### config.mk
export PLATFORM = sky130hd
export DESIGN_NAME = mem_access
export DESIGN_NICKNAME = d
export VERILOG_FILES = /design/src/rtl/riscv_pkg.sv /design/src/rtl/mem_load_align.sv /design/src/rtl/mem_access.sv
export SDC_FILE = /design/constraint.sdc
export NUM_CORES = 1
export LEC_CHECK = 0
export BUFFER_PORTS_ARGS = -buffer_cell sky130_fd_sc_hd__buf_2
export CAP_MARGIN = 20
export CORE_ASPECT_RATIO = 2
export CORE_MARGIN = 3
export CORE_UTILIZATION = 50
export DETAILED_ROUTE_END_ITERATION = 8
export PLACE_DENSITY = 0.78
export SYNTH_ARGS = -nofsm -noshare
export SYNTH_HDL_FRONTEND = slang
export SYNTH_HIERARCHICAL = 1
export SYNTH_SLANG_ARGS = --single-unit
### constraint.sdc
create_clock -name clk -period 3.8 [get_ports clk]
set_input_delay 0.57 -clock clk [delete_from_list [all_inputs] [get_ports clk]]
set_output_delay 0.57 -clock clk [all_outputs]
set_load 0.01 [all_outputs]
### src/rtl/riscv_pkg.sv
// Shared definitions for the in-order RISC-V pipeline: load/store width codes,
// the bubble instruction word and the memory-stage FSM encoding.
package riscv_pkg;

    localparam logic [2:0] F3_B  = 3'b000;
    localparam logic [2:0] F3_H  = 3'b001;
    localparam logic [2:0] F3_W  = 3'b010;
    localparam logic [2:0] F3_BU = 3'b100;
    localparam logic [2:0] F3_HU = 3'b101;

    // addi x0, x0, 0
    localparam logic [31:0] NOP_INSTR = 32'h0000_0013;

    typedef enum logic {
        IDLE   = 1'b0,
        ACCESS = 1'b1
    } state_e;

endpackage

### src/rtl/mem_load_align.sv
// Picks the addressed lane out of a 32-bit read word and sign/zero-extends it
// according to the load width; unknown widths fall back to a full word.
module mem_load_align
    import riscv_pkg::*;
(
    input  logic [31:0] rdata_i,
    input  logic [1:0]  offset_i,
    input  logic [2:0]  funct3_i,
    output logic [31:0] value_o
);

    logic [31:0] shifted;

    assign shifted = rdata_i >> {offset_i, 3'b000};

    always_comb begin
        value_o = rdata_i;
        case (funct3_i)
            F3_B:    value_o = {{24{shifted[7]}},  shifted[7:0]};
            F3_H:    value_o = {{16{shifted[15]}}, shifted[15:0]};
            F3_BU:   value_o = {24'h0, shifted[7:0]};
            F3_HU:   value_o = {16'h0, shifted[15:0]};
            default: value_o = rdata_i;
        endcase
    end

endmodule

### src/rtl/mem_access.sv
// Memory stage: registers ALU results through to write_back and runs a
// req/ack data-memory access for loads and stores, stalling upstream meanwhile.
module mem_access
    import riscv_pkg::*;
(
    input  logic        clk,
    input  logic        rst,
    input  logic        ex_valid,
    input  logic [31:0] ex_instr,
    input  logic [31:0] ex_pc,
    input  logic [4:0]  ex_dstreg_num,
    input  logic [5:0]  ex_alucode,
    input  logic [31:0] ex_alu_result,
    input  logic [31:0] ex_store_value,
    input  logic        ex_reg_we,
    input  logic        ex_is_load,
    input  logic        ex_is_store,
    output logic        mem_stall,
    output logic        dmem_req,
    output logic        dmem_we,
    output logic [31:0] dmem_addr,
    output logic [31:0] dmem_wdata,
    output logic [3:0]  dmem_be,
    input  logic [31:0] dmem_rdata,
    input  logic        dmem_ack,
    output logic [31:0] mem_instr,
    output logic [31:0] mem_pc,
    output logic [4:0]  mem_dstreg_num,
    output logic [5:0]  mem_alucode,
    output logic [31:0] mem_alu_result,
    output logic        mem_reg_we,
    output logic        mem_is_load,
    output logic [31:0] mem_load_value,
    output logic        mem_misaligned
);

    state_e      state_q, state_d;
    logic        dreq_q, dreq_d, dwe_q, dwe_d;
    logic [31:0] daddr_q, daddr_d, dwdata_q, dwdata_d;
    logic [3:0]  dbe_q, dbe_d;

    logic [31:0] cap_instr_q, cap_instr_d, cap_pc_q, cap_pc_d, cap_alu_q, cap_alu_d;
    logic [4:0]  cap_rd_q, cap_rd_d;
    logic [5:0]  cap_alucode_q, cap_alucode_d;
    logic        cap_reg_we_q, cap_reg_we_d, cap_is_load_q, cap_is_load_d;

    logic [31:0] m_instr_q, m_instr_d, m_pc_q, m_pc_d, m_alu_q, m_alu_d, m_lv_q, m_lv_d;
    logic [4:0]  m_rd_q, m_rd_d;
    logic [5:0]  m_alucode_q, m_alucode_d;
    logic        m_reg_we_q, m_reg_we_d, m_is_load_q, m_is_load_d, m_mis_q, m_mis_d;

    logic [2:0]  ex_f3;
    logic [1:0]  ex_off;
    logic        ex_ls, ex_mis;
    logic [3:0]  st_be;
    logic [31:0] st_wdata;
    logic [31:0] ld_value;

    assign ex_f3  = ex_instr[14:12];
    assign ex_off = ex_alu_result[1:0];
    assign ex_ls  = ex_is_load | ex_is_store;
    // Width comes from funct3[1:0]: 00 byte, 01 half, anything else a word.
    assign ex_mis = ((ex_f3[1:0] == 2'b01) && ex_off[0]) ||
                    (ex_f3[1] && (ex_off != 2'b00));

    always_comb begin
        st_be    = 4'hF;
        st_wdata = ex_store_value;
        case (ex_f3[1:0])
            2'b00: begin
                st_be    = 4'b0001 << ex_off;
                st_wdata = {4{ex_store_value[7:0]}};
            end
            2'b01: begin
                st_be    = 4'b0011 << ex_off;
                st_wdata = {2{ex_store_value[15:0]}};
            end
            default: begin
                st_be    = 4'hF;
                st_wdata = ex_store_value;
            end
        endcase
    end

    mem_load_align u_load_align (
        .rdata_i  (dmem_rdata),
        .offset_i (cap_alu_q[1:0]),
        .funct3_i (cap_instr_q[14:12]),
        .value_o  (ld_value)
    );

    always_comb begin
        state_d       = state_q;
        dreq_d        = dreq_q;
        dwe_d         = dwe_q;
        daddr_d       = daddr_q;
        dwdata_d      = dwdata_q;
        dbe_d         = dbe_q;
        cap_instr_d   = cap_instr_q;
        cap_pc_d      = cap_pc_q;
        cap_alu_d     = cap_alu_q;
        cap_rd_d      = cap_rd_q;
        cap_alucode_d = cap_alucode_q;
        cap_reg_we_d  = cap_reg_we_q;
        cap_is_load_d = cap_is_load_q;
        m_instr_d     = NOP_INSTR;
        m_pc_d        = 32'h0;
        m_alu_d       = 32'h0;
        m_lv_d        = 32'h0;
        m_rd_d        = 5'h0;
        m_alucode_d   = 6'h0;
        m_reg_we_d    = 1'b0;
        m_is_load_d   = 1'b0;
        m_mis_d       = 1'b0;

        case (state_q)
            IDLE: begin
                if (ex_valid && !(ex_ls && !ex_mis)) begin
                    m_instr_d   = ex_instr;
                    m_pc_d      = ex_pc;
                    m_alu_d     = ex_alu_result;
                    m_rd_d      = ex_dstreg_num;
                    m_alucode_d = ex_alucode;
                    m_reg_we_d  = ex_ls ? 1'b0 : ex_reg_we;
                    m_is_load_d = ex_ls ? 1'b0 : ex_is_load;
                    m_mis_d     = ex_ls;
                end else if (ex_valid) begin
                    cap_instr_d   = ex_instr;
                    cap_pc_d      = ex_pc;
                    cap_alu_d     = ex_alu_result;
                    cap_rd_d      = ex_dstreg_num;
                    cap_alucode_d = ex_alucode;
                    cap_reg_we_d  = ex_reg_we;
                    cap_is_load_d = ex_is_load;
                    dreq_d        = 1'b1;
                    dwe_d         = ex_is_store;
                    daddr_d       = {ex_alu_result[31:2], 2'b00};
                    dbe_d         = ex_is_store ? st_be : 4'h0;
                    dwdata_d      = ex_is_store ? st_wdata : 32'h0;
                    state_d       = ACCESS;
                end
            end
            ACCESS: begin
                if (dmem_ack) begin
                    m_instr_d   = cap_instr_q;
                    m_pc_d      = cap_pc_q;
                    m_alu_d     = cap_alu_q;
                    m_rd_d      = cap_rd_q;
                    m_alucode_d = cap_alucode_q;
                    // dwe_q still marks a store for the whole access
                    m_reg_we_d  = cap_reg_we_q & ~dwe_q;
                    m_is_load_d = cap_is_load_q;
                    m_lv_d      = cap_is_load_q ? ld_value : 32'h0;
                    dreq_d      = 1'b0;
                    dwe_d       = 1'b0;
                    state_d     = IDLE;
                end
            end
            default: state_d = IDLE;
        endcase
    end

    always_ff @(posedge clk or negedge rst) begin
        if (!rst) begin
            state_q       <= IDLE;
            dreq_q        <= 1'b0;
            dwe_q         <= 1'b0;
            daddr_q       <= 32'h0;
            dwdata_q      <= 32'h0;
            dbe_q         <= 4'h0;
            cap_instr_q   <= NOP_INSTR;
            cap_pc_q      <= 32'h0;
            cap_alu_q     <= 32'h0;
            cap_rd_q      <= 5'h0;
            cap_alucode_q <= 6'h0;
            cap_reg_we_q  <= 1'b0;
            cap_is_load_q <= 1'b0;
            m_instr_q     <= NOP_INSTR;
            m_pc_q        <= 32'h0;
            m_alu_q       <= 32'h0;
            m_lv_q        <= 32'h0;
            m_rd_q        <= 5'h0;
            m_alucode_q   <= 6'h0;
            m_reg_we_q    <= 1'b0;
            m_is_load_q   <= 1'b0;
            m_mis_q       <= 1'b0;
        end else begin
            state_q       <= state_d;
            dreq_q        <= dreq_d;
            dwe_q         <= dwe_d;
            daddr_q       <= daddr_d;
            dwdata_q      <= dwdata_d;
            dbe_q         <= dbe_d;
            cap_instr_q   <= cap_instr_d;
            cap_pc_q      <= cap_pc_d;
            cap_alu_q     <= cap_alu_d;
            cap_rd_q      <= cap_rd_d;
            cap_alucode_q <= cap_alucode_d;
            cap_reg_we_q  <= cap_reg_we_d;
            cap_is_load_q <= cap_is_load_d;
            m_instr_q     <= m_instr_d;
            m_pc_q        <= m_pc_d;
            m_alu_q       <= m_alu_d;
            m_lv_q        <= m_lv_d;
            m_rd_q        <= m_rd_d;
            m_alucode_q   <= m_alucode_d;
            m_reg_we_q    <= m_reg_we_d;
            m_is_load_q   <= m_is_load_d;
            m_mis_q       <= m_mis_d;
        end
    end

    assign mem_stall      = (state_q == ACCESS);
    assign dmem_req       = dreq_q;
    assign dmem_we        = dwe_q;
    assign dmem_addr      = daddr_q;
    assign dmem_wdata     = dwdata_q;
    assign dmem_be        = dbe_q;
    assign mem_instr      = m_instr_q;
    assign mem_pc         = m_pc_q;
    assign mem_dstreg_num = m_rd_q;
    assign mem_alucode    = m_alucode_q;
    assign mem_alu_result = m_alu_q;
    assign mem_reg_we     = m_reg_we_q;
    assign mem_is_load    = m_is_load_q;
    assign mem_load_value = m_lv_q;
    assign mem_misaligned = m_mis_q;

endmodule

==> metrics.csv, run 1 <==
metric;value;unit
Routed Antenna Nets;0;
Layout area overhead;22.4;%
Pleak;0.00821;uW
Critical Path, Cell by Cell;mux2_2, a221oi_4, o21ai_0, and2_1;
setup TNS;0;ns
FF-to-FF Start;cap_alu_q[1];
pin count of the biggest net entering global routing;121;
Worst setup SP type;flip-flop;
post-CTS sizing;0;
Total Wirelength;32.4;mm
clk slew on worst S/H paths;0.07;ns
Final setup viols;0;
Syn Area/Cell;14.1;sq um
buffers added on ports;388;
Power Density;576;mW/mm^2
max incr delay on CP;0.75;ns
total gr overflow;0;
Nets;1397;
leading area contributor after synthesis;dfrtp_1;
Least-Margin Pin Slew;0.920;ns
core footprint;0.0244;sq mm
status;completed;
Crit path depth;4;
prevailing post-synth register cell;dfrtp_1;
Max transition margin;38.7;%
FF-to-FF setup slack;1.57;ns
routability cong.;0.881;
Initial Util;50.9;%
clk root buf;clkbuf_16;
htree depth;1;
number of post-CTS setup repair buffers;0;
Final Skew;0.0237;ns
Period minus WS final;2.23;ns
drt pass-1 iters;5;
post-layout util;62.3;%
DR DRC count;0;
post-synthesis register bit count;290;
Synth top area share;57.1;%
most numerous cell in the Yosys netlist;dfrtp_1;
Post-Syn Instances;885;
GRT Util Overall;23.6;%
TritonCTS clock tree;done;
final hold viol count;0;
Critical Path AT;2.65;ns
DR vias;8453;
synth top area cells;dfrtp_1 57%, mux2_4 13%, a22o_1 7.5%;
clock latency on the worst-skew pair;0.54;ns
synth unique cells;48;
Post-synth EDFFs;0;
first-pass GRT wire length;50.7;mm
antenna violations before repair;10;
RSZ-0062 raised after global routing;no;
Via density;5.35;
vias in the first global route;9039;
CP max stage cell;dfrtp_1;
number of clock sinks;290;
deepest clock path buffer count;3;
post-synth design cell area;0.0124;sq mm
Top delay family on crit path;compound AO/OA/AOI/OAI gates;
die area;0.0269;sq mm
CP startpoint;cap_alu_q[1];
# rows;81;
sequential share of the synthesized area;58.4;%
start-to-end type of the worst setup path;flip-flop to flip-flop;
asr flop ratio synth;100;%
Critical Path Fanout Max;17;
CTS Hold Bufs;0;
Worst setup EP type;flip-flop;
crit path buf inv count;0;
Commonest cells post-synth;284 x dfrtp_1, 108 x mux2_4, 106 x a22o_1, 44 x nand2_1, 36 x buf_4;
YS warnings;6;
HPWL Detailed;22.7;mm
r2r endpoint;mem_load_value[16];
Peak Freq;447;MHz
fillers;1900;
Ports;391;
CP Capture Point;mem_load_value[16];
Worst Path Required;4.21;ns
Die W;118;um
share of cells above drive strength 1;49.4;%
overall power;8770;uW
Peak supply drop;452;uV
FF-to-FF path depth;4;
Routed wire per std cell;20.5;um
Inserted Clock Buffers;26;
total of max-cap violations;0;
final-report max-slew violation count;0;
Iter 0 DRT Violations;388;
Hold Crit Class;input port to async pin;
crit share post-route;58.8;%
chip height;229;um
-- state kept, by name (all words and copies together) (netlist names), 4 cells and up --
name / flops
mem_pc: 32
dmem_wdata: 32
mem_alu_result: 32
mem_alucode: 6
cap_pc_q: 32
cap_rd_q: 5
cap_instr_q: 32
cap_alucode_q: 6
mem_instr: 32
mem_load_value: 32
dmem_be: 4
cap_alu_q: 32
mem_dstreg_num: 5
-- layer usage --
layer  global-route usage, %  share of wire [%]  vias to the layer above
met5                       0                  0                        -
met4                    13.7                5.7                        0
met3                    3.85                5.0                      100
met2                    42.2                 53                      332
met1                    26.4                 36                     4239
li1                        -                  -                     3782
-- layout make-up --
class	instances	area (sq um)	share of cell area, %
antenna	10	25.0	0.164
clock buffer	35	744	4.89
clock inverter	11	103	0.674
inverter	19	71.3	0.469
multi-input combinational	482	4490	29.5
sequential	290	7260	47.7
tap	332	415	2.73
timing repair buffer	400	2100	13.8
-- logic make-up after synthesis --
family | after synthesis | share of synthesized area (%)
mux | 174 | 18.8
compound gates | 189 | 12.1
other cells | 1 | 0.0302
buf+inv | 114 | 5.67
simple gates | 117 | 4.96
flops | 290 | 58.4
-- power breakdown --
part	internal (uW)	switching [uW]	total (uW)	leakage (uW)
registers	3680	380	4060	0.00368
clock network	1450	1160	2610	0.000412
logic	1100	994	2090	0.00412
-- cells in the final DEF (no fill, tap or decap), types with 18 or more instances in the layout --
cell	Yosys	routed
o21ai_0	28	28
a22o_1	106	106
inv_1	18	18
and2_1	33	32
nand2_1	44	44
dfrtp_1	284	284
clkbuf_16	0	26
mux2i_1	30	30
mux2_2	35	35
buf_2	17	387
mux2_4	108	108
-- worst reg2reg max path: cells and delay by family, from the launching register on --
family           cells  cell delay, ns
AO/OA/AOI/OAI        2            0.77
AND/OR/NAND/NOR      1            0.17
flip-flops           1            0.75
multiplexers         1            0.43
-- metrics by stage --
step                      worst slack (ns)  instances  hold slack (ns)  instance area [sq um]
after detailed placement              1.20       1523            0.471                  14300
after floorplan                       2.03        886            0.274                  12400
after CTS                             1.58       1569            0.143                  15200
after global routing                  1.40       1579            0.179                  15200
after global placement                1.25       1523            0.459                  14300
final                                 1.57       1579           0.0608                  15200
-- worst min path at each step --
stage | endpoint | cells past startpoint
after floorplan | cap_alu_q[0] | 0
after global placement | dmem_req | 2
after detailed placement | dmem_req | 2
after CTS | cap_instr_q[20] | 1
after global routing | mem_instr[24] | 1
final | cap_instr_q[18] | 1
Power figures use the tool's default switching activity.
==> inputs of run 2 (changes only) <==
Settings changed: ABC_AREA from default to 1.
Clock period 3.8 ns to 2.12 ns, I/O delays scaled along.
==> run 2 against run 1 <==
Wire length increased by 8.1%. Sequential share of layout area is 1.1 points lower. Worst setup slack lost 1.1 ns. Hold slack worse by 0.030 ns. Clock-buffer cell count up 1. Clock skew is 0.015 ns lower.
==> metrics.csv, run 2 <==
metric;value;unit;change
status;completed;;
pin count of the biggest net entering global routing;131;;+8.3%
max incr delay on CP;0.49;ns;-0.26 ns
asr flop ratio synth;100;%;unchanged
crit share post-route;79.9;%;+21 points
final instance area;0.0156;sq mm;+2.5%
start-to-end type of the worst setup path;flip-flop to flip-flop;;
Routed wire per std cell;16.5;um;-20%
Total Wirelength;35.1;mm;+8.1%
FF-to-FF Start;cap_instr_q[13];;
Commonest cells post-synth;423 x nand2_1, 284 x dfrtp_1, 174 x inv_1, 103 x o21ai_1, 90 x o21ai_0;;
fillers;2114;;+11%
Post-synth EDFFs;0;;unchanged
total gr overflow;0;;unchanged
most frequent cells in the layout;423 x nand2_1, 387 x buf_2, 284 x dfrtp_1;;
HPWL Detailed;25.7;mm;+13%
post-synth design cell area;0.0128;sq mm;+2.9%
DP Area;0.0147;sq mm;+2.3%
Layout area overhead;21.8;%;
YS warnings;6;;unchanged
vias in the first global route;10700;;+18%
clk root buf;clkbuf_16;;
Peak Freq;591;MHz;+32%
Worst setup EP type;flip-flop;;
Post-Syn Instances;1432;;+62%
commonest non-fill, non-tap cell in the layout;nand2_1;;
setup TNS;0;ns;unchanged
Pleak;0.00877;uW;+6.7%
Critical Path AT;2.15;ns;-0.50 ns
Syn Area/Cell;8.94;sq um;-36%
sequential share of the synthesized area;56.7;%;-1.7 points
final-report max-slew violation count;0;;unchanged
clock latency on the worst-skew pair;0.53;ns;about the same
Synth top area share;55.5;%;-1.6 points
clk slew on worst S/H paths;0.06;ns;about the same
Inserted Clock Buffers;26;;unchanged
Initial Util;50.9;%;about the same
Ports;391;;unchanged
Final Skew;0.00840;ns;-0.0153 ns
deepest clock path buffer count;3;;unchanged
chip height;232;um;+1.4%
Critical Path, Cell by Cell;inv_4, nand2_2, nor2_1, nand2_1, nand4_1, inv_1, nor2_1;;
Peak supply drop;753;uV;+67%
synth top area cells;dfrtp_1 56%, nand2_1 12%, inv_1 5.1%;;
Max transition margin;58.8;%;+20 points
Critical Path Fanout Max;10;;-7
DR vias;10700;;+27%
number of clock sinks;290;;unchanged
CTS Hold Bufs;4;;+4
CP max stage cell;nor2_1;;
Iter 0 DRT Violations;692;;+78%
antenna violations before repair;3;;-7
min-delay src;ex_instr[4];;
first-pass GRT wire length;54.8;mm;+8.1%
CP startpoint;cap_instr_q[13];;
htree depth;1;;unchanged
post-CTS sizing;0;;unchanged
DR DRC count;0;;unchanged
die area;0.0277;sq mm;+2.8%
Period minus WS final;1.69;ns;-0.542 ns
core footprint;0.0251;sq mm;+2.9%
Final setup viols;0;;unchanged
leading area contributor after synthesis;dfrtp_1;;
Hold Crit Class;input port to flip-flop;;
most numerous cell in the Yosys netlist;nand2_1;;
Top delay family on crit path;simple AND/OR/NAND/NOR gates;;
Nets;1950;;+40%
# rows;82;;+1.2%
Worst setup SP type;flip-flop;;
prevailing post-synth register cell;dfrtp_1;;
Via density;5.02;;-6.2%
routability cong.;0.888;;+0.79%
Least-Margin Pin Slew;0.615;ns;-0.305 ns
GRT Util Overall;25.0;%;+1.4 points
CP dominant cell by count;nor2_1;;
synth unique cells;31;;-35%
buffers added on ports;388;;unchanged
Die W;119;um;+1.4%
Worst Path Required;2.57;ns;-1.64 ns
TritonCTS clock tree;done;;
total of max-cap violations;0;;unchanged
Routed Antenna Nets;0;;unchanged
RSZ-0062 raised after global routing;no;;
post-synthesis register bit count;290;;unchanged
Power Density;978;mW/mm^2;+70%
final hold viol count;0;;unchanged
crit path buf inv count;2;;+2
share of cells above drive strength 1;31.7;%;-18 points
drt pass-1 iters;6;;+1
number of post-CTS setup repair buffers;0;;unchanged
[run 2: changes by cell type after synthesis, sizes merged, moves of 33 or more]
cell,before,now
a22o,106,0
nand2,44,439
mux2,143,0
nor2,13,85
and2,33,0
inv,19,179
o21ai,32,254
[run 2: routing by layer]
layer	global-route usage, %	routed length (um)	vias up
li1	-	-	5088
met1	27.0	11900	5044
met2	46.8	19200	472
met3	3.61	2160	92
met4	12.5	1720	2
met5	0	7	-
[run 2: kinds of logic after synthesis]
| logic type | count (synthesis) | share of synthesized area [%] |
|---|---|---|
| flops | 290 | 56.7 |
| simple gates | 583 | 18.9 |
| other cells | 1 | 0.0293 |
| compound gates | 268 | 12.4 |
| buf+inv | 290 | 11.9 |
[run 2: worst paths after layout]
| kind | cells past startpoint | slack [ns] | to |
|---|---|---|---|
| max | 7 | 0.43 | mem_load_value[14] |
| min | 3 | 0.03 | cap_instr_q[4] |
| max reg2reg | 7 | 0.43 | mem_load_value[14] |
| min reg2reg | 2 | 0.48 | cap_instr_q[0] |
| max in group asynchronous | 3 | 1.15 | cap_instr_q[1] |
| min in group asynchronous | 2 | 0.27 | cap_alu_q[21] |
[run 2: where the power goes]
part	total (uW)	internal, uW	switching [uW]	leakage [uW]
Combinational	3510	1330	2180	0.00457
Sequential	6990	6450	536	0.00376
Clock	4750	2710	2040	0.000432
Total	15200	10500	4760	0.00877
[run 2: tightest hold or removal path: stages]
cell     delay [ns]
buf_2          0.09
inv_1          0.07
o21ai_2        0.06
[run 2: per-stage QoR]
stage | hold WS [ns] | utilization (%) | instances | setup WS (ns) | total power [uW]
floorplan | 0.0224 | - | 1433 | 0.686 | 9410
global route | 0.0253 | 62.0 | 2130 | 0.230 | 16100
CTS | 0.00468 | 62.0 | 2128 | 0.426 | 15400
global placement | 0.233 | 58.4 | 2076 | 0.369 | 10500
detailed placement | 0.233 | 58.4 | 2076 | 0.330 | 10600
finish | 0.0311 | 62.0 | 2130 | 0.427 | 15200
[run 2: layout make-up]
type | count | area [sq um] | area share, %
Antenna cell | 2 | 5.00 | 0.0321
Clock buffer | 36 | 739 | 4.74
Clock inverter | 12 | 128 | 0.818
Inverter | 181 | 688 | 4.41
Multi-Input combinational cell | 853 | 4020 | 25.8
Sequential cell | 290 | 7260 | 46.6
Tap cell | 336 | 420 | 2.70
Timing Repair Buffer | 420 | 2330 | 14.9
